[src/rtl/spike_rate_decoder_if.sv]
// Signal bundle between a spike source/consumer and spike_rate_decoder.
// The master side drives the spike train and configuration. The slave side is the decoder.
interface spike_rate_decoder_if #(
  parameter int WIN_W = 8,
  parameter int CNT_W = 8,
  parameter int ISI_W = 8
);
  logic             spike_in;
  logic             enable;
  logic [WIN_W-1:0] window_len;
  logic [CNT_W-1:0] burst_thresh;
  logic [CNT_W-1:0] rate_out;
  logic             rate_valid;
  logic             burst;
  logic [ISI_W-1:0] isi_out;
  logic             isi_valid;

  modport master (
    output spike_in, enable, window_len, burst_thresh,
    input  rate_out, rate_valid, burst, isi_out, isi_valid
  );

  modport slave (
    input  spike_in, enable, window_len, burst_thresh,
    output rate_out, rate_valid, burst, isi_out, isi_valid
  );
endinterface

[src/rtl/spike_rate_decoder.sv]
// Counts rising edges of a spike train over programmable windows and reports rate/burst.
// Also measures the interval between the two most recent spike edges.
module spike_rate_decoder #(
  parameter int WIN_W = 8,
  parameter int CNT_W = 8,
  parameter int ISI_W = 8
) (
  input logic               clk,
  input logic               rst_n,
  spike_rate_decoder_if.slave bus
);
  typedef enum logic {IDLE = 1'b0, COUNT = 1'b1} state_t;

  state_t           state_reg;
  logic             spike_d_reg;
  logic [WIN_W-1:0] win_reg;
  logic [WIN_W-1:0] cyc_reg;
  logic [CNT_W-1:0] acc_reg;
  logic [CNT_W-1:0] rate_reg;
  logic             rate_valid_reg;
  logic             burst_reg;
  logic [ISI_W-1:0] isi_t_reg;
  logic [ISI_W-1:0] isi_reg;
  logic             isi_valid_reg;
  logic             have_prev_reg;

  logic             spike_edge;
  logic [CNT_W:0]   acc_sum;
  logic [CNT_W-1:0] acc_next;
  logic [ISI_W:0]   isi_sum;
  logic [ISI_W-1:0] isi_t_next;
  logic             win_end;
  logic             start_ok;

  assign spike_edge = bus.spike_in & ~spike_d_reg;

  // One spare bit catches overflow so the counters clamp instead of wrapping.
  assign acc_sum    = {1'b0, acc_reg} + {{CNT_W{1'b0}}, spike_edge};
  assign acc_next   = acc_sum[CNT_W] ? {CNT_W{1'b1}} : acc_sum[CNT_W-1:0];
  assign isi_sum    = {1'b0, isi_t_reg} + {{ISI_W{1'b0}}, 1'b1};
  assign isi_t_next = isi_sum[ISI_W] ? {ISI_W{1'b1}} : isi_sum[ISI_W-1:0];

  assign win_end  = (cyc_reg == (win_reg - {{(WIN_W-1){1'b0}}, 1'b1}));
  assign start_ok = bus.enable && (bus.window_len != '0);

  always_ff @(posedge clk or negedge rst_n) begin
    if (!rst_n) begin
      state_reg      <= IDLE;
      spike_d_reg    <= 1'b0;
      win_reg        <= '0;
      cyc_reg        <= '0;
      acc_reg        <= '0;
      rate_reg       <= '0;
      rate_valid_reg <= 1'b0;
      burst_reg      <= 1'b0;
    end else begin
      spike_d_reg    <= bus.spike_in;
      rate_valid_reg <= 1'b0;
      case (state_reg)
        IDLE: begin
          if (start_ok) begin
            win_reg   <= bus.window_len;
            cyc_reg   <= '0;
            acc_reg   <= '0;
            state_reg <= COUNT;
          end
        end
        COUNT: begin
          // Window end has priority over abort so a final-cycle disable still reports.
          if (win_end) begin
            rate_reg       <= acc_next;
            burst_reg      <= (acc_next >= bus.burst_thresh);
            rate_valid_reg <= 1'b1;
            if (start_ok) begin
              win_reg <= bus.window_len;
              cyc_reg <= '0;
              acc_reg <= '0;
            end else begin
              state_reg <= IDLE;
            end
          end else if (!bus.enable) begin
            state_reg <= IDLE;
          end else begin
            acc_reg <= acc_next;
            cyc_reg <= cyc_reg + {{(WIN_W-1){1'b0}}, 1'b1};
          end
        end
        default: state_reg <= IDLE;
      endcase
    end
  end

  // The interval timer runs regardless of the window FSM.
  always_ff @(posedge clk or negedge rst_n) begin
    if (!rst_n) begin
      isi_t_reg     <= '0;
      isi_reg       <= '0;
      isi_valid_reg <= 1'b0;
      have_prev_reg <= 1'b0;
    end else begin
      isi_valid_reg <= 1'b0;
      if (spike_edge) begin
        isi_t_reg     <= {{(ISI_W-1){1'b0}}, 1'b1};
        have_prev_reg <= 1'b1;
        if (have_prev_reg) begin
          isi_reg       <= isi_t_reg;
          isi_valid_reg <= 1'b1;
        end
      end else begin
        isi_t_reg <= isi_t_next;
      end
    end
  end

  assign bus.rate_out   = rate_reg;
  assign bus.rate_valid = rate_valid_reg;
  assign bus.burst      = burst_reg;
  assign bus.isi_out    = isi_reg;
  assign bus.isi_valid  = isi_valid_reg;
endmodule

[src/flat_wrapper.sv]
// flat-port wrapper written by rule: the top's interface ports become plain ports
module spike_rate_decoder_flat 
#(
  parameter int WIN_W = 8,
  parameter int CNT_W = 8,
  parameter int ISI_W = 8
)
  (clk, rst_n, bus_spike_in, bus_enable, bus_window_len, bus_burst_thresh, bus_rate_out, bus_rate_valid, bus_burst, bus_isi_out, bus_isi_valid);
  spike_rate_decoder_if #(.WIN_W(WIN_W), .CNT_W(CNT_W), .ISI_W(ISI_W)) bus_i ();
  input logic clk;
  input logic rst_n;
  input wire logic [$bits(bus_i.spike_in)-1:0] bus_spike_in;
  input wire logic [$bits(bus_i.enable)-1:0] bus_enable;
  input wire logic [$bits(bus_i.window_len)-1:0] bus_window_len;
  input wire logic [$bits(bus_i.burst_thresh)-1:0] bus_burst_thresh;
  output wire logic [$bits(bus_i.rate_out)-1:0] bus_rate_out;
  output wire logic [$bits(bus_i.rate_valid)-1:0] bus_rate_valid;
  output wire logic [$bits(bus_i.burst)-1:0] bus_burst;
  output wire logic [$bits(bus_i.isi_out)-1:0] bus_isi_out;
  output wire logic [$bits(bus_i.isi_valid)-1:0] bus_isi_valid;
  assign bus_i.spike_in = bus_spike_in;
  assign bus_i.enable = bus_enable;
  assign bus_i.window_len = bus_window_len;
  assign bus_i.burst_thresh = bus_burst_thresh;
  assign bus_rate_out = bus_i.rate_out;
  assign bus_rate_valid = bus_i.rate_valid;
  assign bus_burst = bus_i.burst;
  assign bus_isi_out = bus_i.isi_out;
  assign bus_isi_valid = bus_i.isi_valid;
  spike_rate_decoder #(.WIN_W(WIN_W), .CNT_W(CNT_W), .ISI_W(ISI_W)) u_core (.clk(clk), .rst_n(rst_n), .bus(bus_i));
endmodule
[config.mk]
export PLATFORM = sky130hd
export DESIGN_NAME = spike_rate_decoder_flat
export DESIGN_NICKNAME = d
export VERILOG_FILES = /design/src/rtl/spike_rate_decoder_if.sv /design/src/rtl/spike_rate_decoder.sv /design/src/flat_wrapper.sv
export SDC_FILE = /design/constraint.sdc
export NUM_CORES = 1
export LEC_CHECK = 0
export ABC_CLOCK_PERIOD_IN_PS = 3600
export CORE_MARGIN = 10
export CORE_UTILIZATION = 60
export DETAILED_ROUTE_END_ITERATION = 16
export DONT_BUFFER_PORTS = 1
export PLACE_DENSITY = 0.79
export SLEW_MARGIN = 5
export SYNTH_ARGS = -nofsm -noshare
export SYNTH_HDL_FRONTEND = slang
export SYNTH_SLANG_ARGS = --single-unit
[constraint.sdc]
create_clock -name clk -period 3.6 [get_ports clk]
set_input_delay 0.54 -clock clk [delete_from_list [all_inputs] [get_ports clk]]
set_output_delay 0.54 -clock clk [all_outputs]
set_load 0.1 [all_outputs]
==> flow_summary.toml, run 1 <==
[final_layout]
final_cell_mix = "dfrtp_1 (54), mux2_2 (24), inv_1 (16)"
nFillCells = 359
drive_gt1_share_pct = 19.1
fin_nets = 289
antenna_cells = 0
layout.cells.most_common = "dfrtp_1"
syn2layout_area_growth_pct = 5.76

[place]
portBuffers = 0
place_ws_ns = 0.459
dpl.hpwl_um = 3950
gp_congestion = 0.853

[die]
initial_utilization_pct = 61.1
die-area_sq_mm = 0.00790
die_w_um = 88.9
die_h_um = 88.9
coreArea_sq_mm = 0.00466
row_count = 25
ioPinCount = 39

[clock_tree]
numCtsBuffers = 5
post_cts_resized = 0
post_cts_buffers = 0
clk_latency_ns = 0.31
cts_tree = "built"
hold_buffers = 1
clockBufferDepth = 2
clock-sinks = 54
path_clk_slew_ns = 0.10
htree_levels = 2
cts-root-buf = "clkbuf_8"

[power]
peakVddDrop_mv = 0.447
p_leak_nw = 1.44
power_density_mw_per_mm2 = 693

[synthesis]
synth_area_leaders = "dfrtp_1 (47%), mux2_2 (9.5%), ha_1 (5.7%)"
ys_types = 52
syn_nets = 285
synth_warnings = 0
ys_ff_latch = 54
syn-cell-area_sq_mm = 0.00285
synth_cells = 252
async_flop_share_pct = 100
ys_seq_area_share_pct = 47.5
syn-mean-instance-area_sq_um = 11.3
yosys.area.top_type = "dfrtp_1"
synth-main-ff-cell = "dfrtp_1"
synth_edf_count = 0
synth.top_cell.area_share_pct = 47.5

[outcome]
run_status = "finished, final reports clean"

[sta]
fin_tns_setup_ns = 0
drv_slew = 0
setup_viol = 0
grt_setup_unrepaired = "false"
fin_skew_ns = 0.0128
slew_headroom_pct = 35.6
layout_setup_ws_ns = 0.457
max_freq_mhz = 318
post-route-min-period_ns = 3.14
tightest_slew_ns = 0.963
post-route-period-util_pct = 87.3
finalHoldViolCount = 0

[route]
drtIter0Drc = 82
drc_errors = 0
vias_per_cell = 6.18
ant_nets = 0
wl_per_cell_um = 17.8
firstDrtPassIters = 4
vias = 1922
drt-total-wl_um = 5530

[grt]
grt_antenna_before_repair = 0
grt_usage_pct = 15.4
grt_max_degree = 55
grt_pass1_wl_um = 9490
grt_pass1_vias = 1986
gr-total-overflow = 0

[setup_path]
r2r_slack_ns = 0.46
cp-startpoint = "u_core.win_reg[0]"
r2r-end = "u_core.win_reg[7]"
r2r-start = "u_core.win_reg[0]"
crit_path_top_delay_cell = "or4_4"
setup.worst_path.end = "u_core.win_reg[7]"
crit_path_end_kind = "flip-flop"
worstPathRequired_ns = 3.80
path_cells = "inv_1 -> ha_1 -> or3b_1 -> or4_4 -> a2111oi_4 -> o211ai_2 -> a21oi_4 -> mux2_2"
reg2reg_depth = 8
max_stage_delay_ns = 0.51
path_max_fanout = 8
cp.arrival_ns = 3.34
critPathLaunchType = "flip-flop"
crit_type = "flip-flop to flip-flop"

[worst_hold_path]
hp-class = "primary input to asynchronous set/reset pin"

[job]
maxCapViolCount = 0
-- cell families after synthesis --
family / synth area share (%)
xor+xnor: 5.23
mux: 9.49
buf+inv: 4.22
compound gates: 14.5
simple gates: 13.4
flops: 47.5
fa+ha+maj: 5.71
-- routing by layer --
layer,track usage [%],share of wire [%],up-vias
li1,-,-,916
met1,18.4,43,954
met2,24.9,49,44
met3,4.83,6.1,8
met4,6.46,1.4,0
met5,0,0,-
-- layout make-up --
cell class	instances	area [sq um]	share of cell area, %
Multi-Input combinational cell	175	1380	45.7
Sequential cell	54	1350	44.9
Clock buffer	6	72.6	2.41
Tap cell	54	67.6	2.24
Inverter	17	63.8	2.12
Timing Repair Buffer	3	42.5	1.41
Clock inverter	2	37.5	1.25
-- cell usage after synthesis, drive strengths merged (5+ instances only) --
master	instances
mux2	24
o21ai	7
inv	17
nor2	10
nand3	9
ha	13
a21oi	14
a22o	12
nand2	14
xor2	5
and3	7
xnor2	12
nor3	5
dfrtp	54
-- how the worst min path moves through the flow --
stage	end	from	slack [ns]	cells after the start
final	u_core.win_reg[0]	rst_n	0.07	1
after global routing	u_core.win_reg[2]	rst_n	0.08	1
after CTS	u_core.win_reg[0]	rst_n	0.09	1
after detailed placement	u_core.win_reg[4]	rst_n	0.25	0
after global placement	u_core.win_reg[3]	rst_n	0.25	0
after floorplan	u_core.acc_reg[0]	rst_n	0.24	0
-- critical path: cells and delay by family (launching register included) --
kind / cells / cell delay [ns]
muxes: 1 / 0.37
DFF: 1 / 0.46
AOI/OAI and AO/OA: 3 / 1.00
buffers and inverters: 1 / 0.08
and+or+nand+nor: 2 / 0.90
adders and majority gates: 1 / 0.23
-- stage by stage --
| step | total power [W] | hold slack, ns | instance area [sq um] | utilization, % | instances |
|---|---|---|---|---|---|
| floorplan | 0.00160 | 0.244 | 2850 | - | 252 |
| global placement | 0.00166 | 0.247 | 2870 | 61.7 | 302 |
| detailed placement | 0.00168 | 0.246 | 2870 | 61.7 | 302 |
| CTS | 0.00210 | 0.0850 | 3010 | 64.6 | 311 |
| global route | 0.00221 | 0.0781 | 3010 | 64.6 | 311 |
| finish | 0.00209 | 0.0698 | 3010 | 64.6 | 311 |
-- power by group --
group / switching (W) / internal [W] / total (W)
clock: 0.000193 / 0.000208 / 0.000401
sequential: 0.000461 / 0.000725 / 0.00119
combinational: 0.000244 / 0.000255 / 0.000499
(Power assumes the default switching activity.)
==> run 2: changes to the inputs <==
CORE_UTILIZATION = 45   (was 60)
PLACE_DENSITY = 0.63   (was 0.79)
==> flow_summary.toml, run 2 (synthesized netlist as in run 1, its figures left out) <==
[outcome]
run_status = "finished, final reports clean"

[place]
portBuffers = 0
placed_area_sq_mm = 0.00290
place_ws_ns = 0.462
gp_congestion = 0.768
dpl.hpwl_um = 4110

[sta]
tightest_slew_ns = 1.02
post-route-period-util_pct = 86.9
post-route-min-period_ns = 3.13
setup_viol = 0
fin_skew_ns = 0.00703
drv_slew = 0
slew_headroom_pct = 32.0
finalHoldViolCount = 0
layout_setup_ws_ns = 0.470
max_freq_mhz = 319
grt_setup_unrepaired = "false"
hold_ws_ns = 0.0761
fin_tns_setup_ns = 0

[power]
p_leak_nw = 1.44
power_density_mw_per_mm2 = 676
peakVddDrop_mv = 0.389
total_power_w = 0.00204

[clock_tree]
path_clk_slew_ns = 0.10
clockBufferDepth = 2
cts_tree = "built"
clk_latency_ns = 0.31
clock-sinks = 54
post_cts_resized = 0
numCtsBuffers = 5
post_cts_buffers = 0
hold_buffers = 1
htree_levels = 2
cts-root-buf = "clkbuf_8"

[setup_path]
critPathLaunchType = "flip-flop"
worstPathRequired_ns = 3.80
path_max_fanout = 8
cp.arrival_ns = 3.33
crit_type = "flip-flop to flip-flop"
crit_path_end_kind = "flip-flop"

[final_layout]
fin_nets = 289
layout.cells.most_common = "dfrtp_1"
syn2layout_area_growth_pct = 6.15
antenna_cells = 0
drive_gt1_share_pct = 19.5
final_cell_mix = "dfrtp_1 (54), mux2_2 (24), inv_1 (16)"
stdcell_area_sq_mm = 0.00302

[route]
vias = 1887
drc_errors = 0
drtIter0Drc = 112
wl_per_cell_um = 16.8
ant_nets = 0
vias_per_cell = 5.68
firstDrtPassIters = 4
drt-total-wl_um = 5590

[die]
ioPinCount = 39
row_count = 28
initial_utilization_pct = 47.3
coreArea_sq_mm = 0.00603
die_h_um = 99.6
die_w_um = 99.6
die-area_sq_mm = 0.00991

[job]
maxCapViolCount = 0

[grt]
grt_pass1_vias = 2032
grt_usage_pct = 11.7
grt_antenna_before_repair = 0
gr-total-overflow = 0
grt_pass1_wl_um = 9740
grt_max_degree = 55

[worst_hold_path]
hp-class = "primary input to asynchronous set/reset pin"
run 2: layer usage:
metal	global-route usage (%)	up-vias	share of wire, %
li1	-	917	-
met3	3.81	2	5.8
met5	0	-	0
met2	19.9	33	49
met4	3.64	0	0.64
met1	13.7	935	45
run 2: path summary, 6_finish.rpt:
| path | from | cells after the start | to | slack, ns |
|---|---|---|---|---|
| hold reg to reg | u_core.have_prev_reg | 1 | u_core.have_prev_reg | 0.49 |
| setup reg to reg | u_core.win_reg[0] | 8 | u_core.win_reg[1] | 0.47 |
| hold / removal | rst_n | 1 | u_core.win_reg[0] | 0.08 |
| max in group asynchronous | rst_n | 1 | u_core.bus.rate_out[0] | 3.29 |
| min in group clk | bus_spike_in | 0 | u_core.spike_d_reg | 0.25 |
| setup / recovery | u_core.win_reg[0] | 8 | u_core.win_reg[1] | 0.47 |
run 2: layout make-up:
class	instances	area, sq um
fillers	554	3000
multi-input cells	175	1380
flip-flops and latches	54	1350
well taps	75	93.8
clock buffers	5	68.8
inverters	17	63.8
repair buffers	3	42.5
clock inverters	3	26.3
run 2: critical path: stages (launching register included):
cell and delay (ns):
dfrtp_1 0.46, inv_1 0.08, ha_1 0.24, or3b_1 0.39, or4_4 0.50, a2111oi_4 0.45
o211ai_2 0.20, a21oi_4 0.32, mux2_2 0.37
run 2: stage by stage:
stage	util, %	std cells
finish	50.2	332
global route	50.2	332
CTS	50.2	332
detailed placement	48.1	323
global placement	48.1	323
floorplan	-	252
run 2: power by group:
part	switching, W	total [W]	internal, W
registers	0.000459	0.00118	0.000725
logic	0.000243	0.000499	0.000256
clock network	0.000214	0.000359	0.000145
==> run 3: changes to the inputs <==
ABC_CLOCK_PERIOD_IN_PS = 4000   (was 3600)
clock period = 4 ns   (was 3.6 ns; I/O delays follow)
==> flow_summary.toml, run 3 (synthesized netlist as in run 1, its figures left out) <==
[outcome]
run_status = "finished, final reports clean"

[power]
p_int_w = 0.00101
seq_power_share_pct = 58.1
peakVddDrop_mv = 0.383
p_leak_nw = 1.44
total_power_w = 0.00184
power_frac_clock_pct = 17.7
switching_share_pct = 44.9
netSwitchingPower_w = 0.000825
power_density_mw_per_mm2 = 608
comb_power_share_pct = 24.2

[sta]
fin_tns_setup_ns = 0
max_freq_mhz = 317
layout_setup_ws_ns = 0.845
post-route-period-util_pct = 78.9
slew_headroom_pct = 34.7
grt_setup_unrepaired = "false"
tightest_slew_ns = 0.976
post-route-min-period_ns = 3.15
setup_viol = 0
finalHoldViolCount = 0
drv_slew = 0
fin_skew_ns = 0.00780

[clock_tree]
numCtsBuffers = 5
clk_latency_ns = 0.31
clock-sinks = 54
path_clk_slew_ns = 0.10
htree_levels = 2
cts_tree = "built"
cts-root-buf = "clkbuf_8"
clockBufferDepth = 2

[place]
place_ws_ns = 0.669
portBuffers = 0
gp_congestion = 0.734
dpl.hpwl_um = 3990

[grt]
use_met2_pct = 18.4
busiest_layer = "met2"
use_met3_pct = 4.08
grt_max_degree = 55
grt_antenna_before_repair = 0
met1_usage_pct = 14.2
grt_pass1_vias = 1960
gr-total-overflow = 0
grt_pass1_wl_um = 9490
grt_usage_pct = 11.6

[route]
vias = 1863
vias_per_cell = 5.63
drtIter0Drc = 103
drc_errors = 0
drt-total-wl_um = 5580
ant_nets = 0
firstDrtPassIters = 4
wl_per_cell_um = 16.8

[setup_path]
crit_type = "flip-flop to flip-flop"
path_max_fanout = 14
crit_path_top_delay_cell = "nor2_2"
worstPathRequired_ns = 4.25
crit_path_end_kind = "flip-flop"
max_stage_delay_ns = 0.53
critPathLaunchType = "flip-flop"
path_cells = "inv_1 -> ha_1 -> or3b_1 -> or4_4 -> a2111oi_4 -> a21oi_1 -> nor2_2 -> mux2_2"
cp.arrival_ns = 3.41

[final_layout]
syn2layout_area_growth_pct = 5.98
drive_gt1_share_pct = 19.1
layout.cells.most_common = "dfrtp_1"
antenna_cells = 0
fin_nets = 288
final_cell_mix = "dfrtp_1 (54), mux2_2 (24), inv_1 (16)"

[die]
initial_utilization_pct = 47.3
ioPinCount = 39
row_count = 28
die-area_sq_mm = 0.00991
coreArea_sq_mm = 0.00603
die_w_um = 99.6
die_h_um = 99.6

[worst_hold_path]
hp-class = "primary input to asynchronous set/reset pin"

[job]
maxCapViolCount = 0
run 3: changes by cell type in the layout (fill, tap and decap cells not counted):
| cell | before | now |
|---|---|---|
| clkinv_4 | 0 | 1 |
| buf_4 | 2 | 1 |
| inv_6 | 3 | 1 |
| inv_8 | 0 | 1 |
run 3: final timing paths:
kind / from / endpoint / slack, ns / depth (start not counted)
worst max-delay path: u_core.win_reg[0] / u_core.cyc_reg[0] / 0.85 / 8
worst min-delay path: rst_n / u_core.cyc_reg[2] / 0.13 / 1
worst max register to register: u_core.win_reg[0] / u_core.cyc_reg[0] / 0.85 / 8
worst min register to register: u_core.have_prev_reg / u_core.have_prev_reg / 0.48 / 1
max in group asynchronous: rst_n / u_core.bus.isi_out[3] / 3.63 / 1
min in group clk: bus_spike_in / u_core.spike_d_reg / 0.30 / 0
run 3: metrics by stage:
stage / std cells / hold slack, ns / instance area [sq um] / util, %
finish: 331 / 0.126 / 3020 / 50.1
global route: 331 / 0.128 / 3020 / 50.1
CTS: 331 / 0.136 / 3020 / 50.1
detailed placement: 322 / 0.306 / 2890 / 48.0
global placement: 322 / 0.306 / 2890 / 48.0
floorplan: 252 / 0.304 / 2850 / -
run 3: per-layer routing:
layer	wire length, um	up-vias	part of all wire [%]
li1	-	914	-
met1	2540	903	46
met2	2620	40	47
met3	347	6	6.2
met4	69	0	1.2
met5	0	-	0
run 3: area by class of cell:
cell class,instances,area (sq um)
Clock buffer,5,68.8
Multi-Input combinational cell,175,1380
Inverter,17,63.8
Tap cell,75,93.8
Timing Repair Buffer,2,35.0
Sequential cell,54,1350
Fill cell,560,3010
Clock inverter,3,28.8
run 3: worst max-delay path: cells and delay by family, from the launching register on:
| kind | cells | cell delay, ns |
|---|---|---|
| flops | 1 | 0.45 |
| fa+ha+maj | 1 | 0.24 |
| buf+inv | 1 | 0.08 |
| compound gates | 2 | 0.62 |
| simple gates | 3 | 1.43 |
| mux | 1 | 0.27 |
run 3: timing repair:
action	CTS	global route
hold buffers	1	0
hold endpoints to repair	54	0
setup buffers	0	0
gates resized for setup	0	0
endpoints found under the setup margin	0	0
run 3: power by group through the flow:
stage | registers [W] | clock network [W] | logic (W)
6_report | 0.00107 | 0.000325 | 0.000444
5_1_grt | 0.00109 | 0.000358 | 0.000502
4_1_cts | 0.00107 | 0.000338 | 0.000451
3_5_place_dp | 0.00108 | 0 | 0.000434
3_3_place_gp | 0.00108 | 0 | 0.000426
2_1_floorplan | 0.00103 | 0 | 0.000415
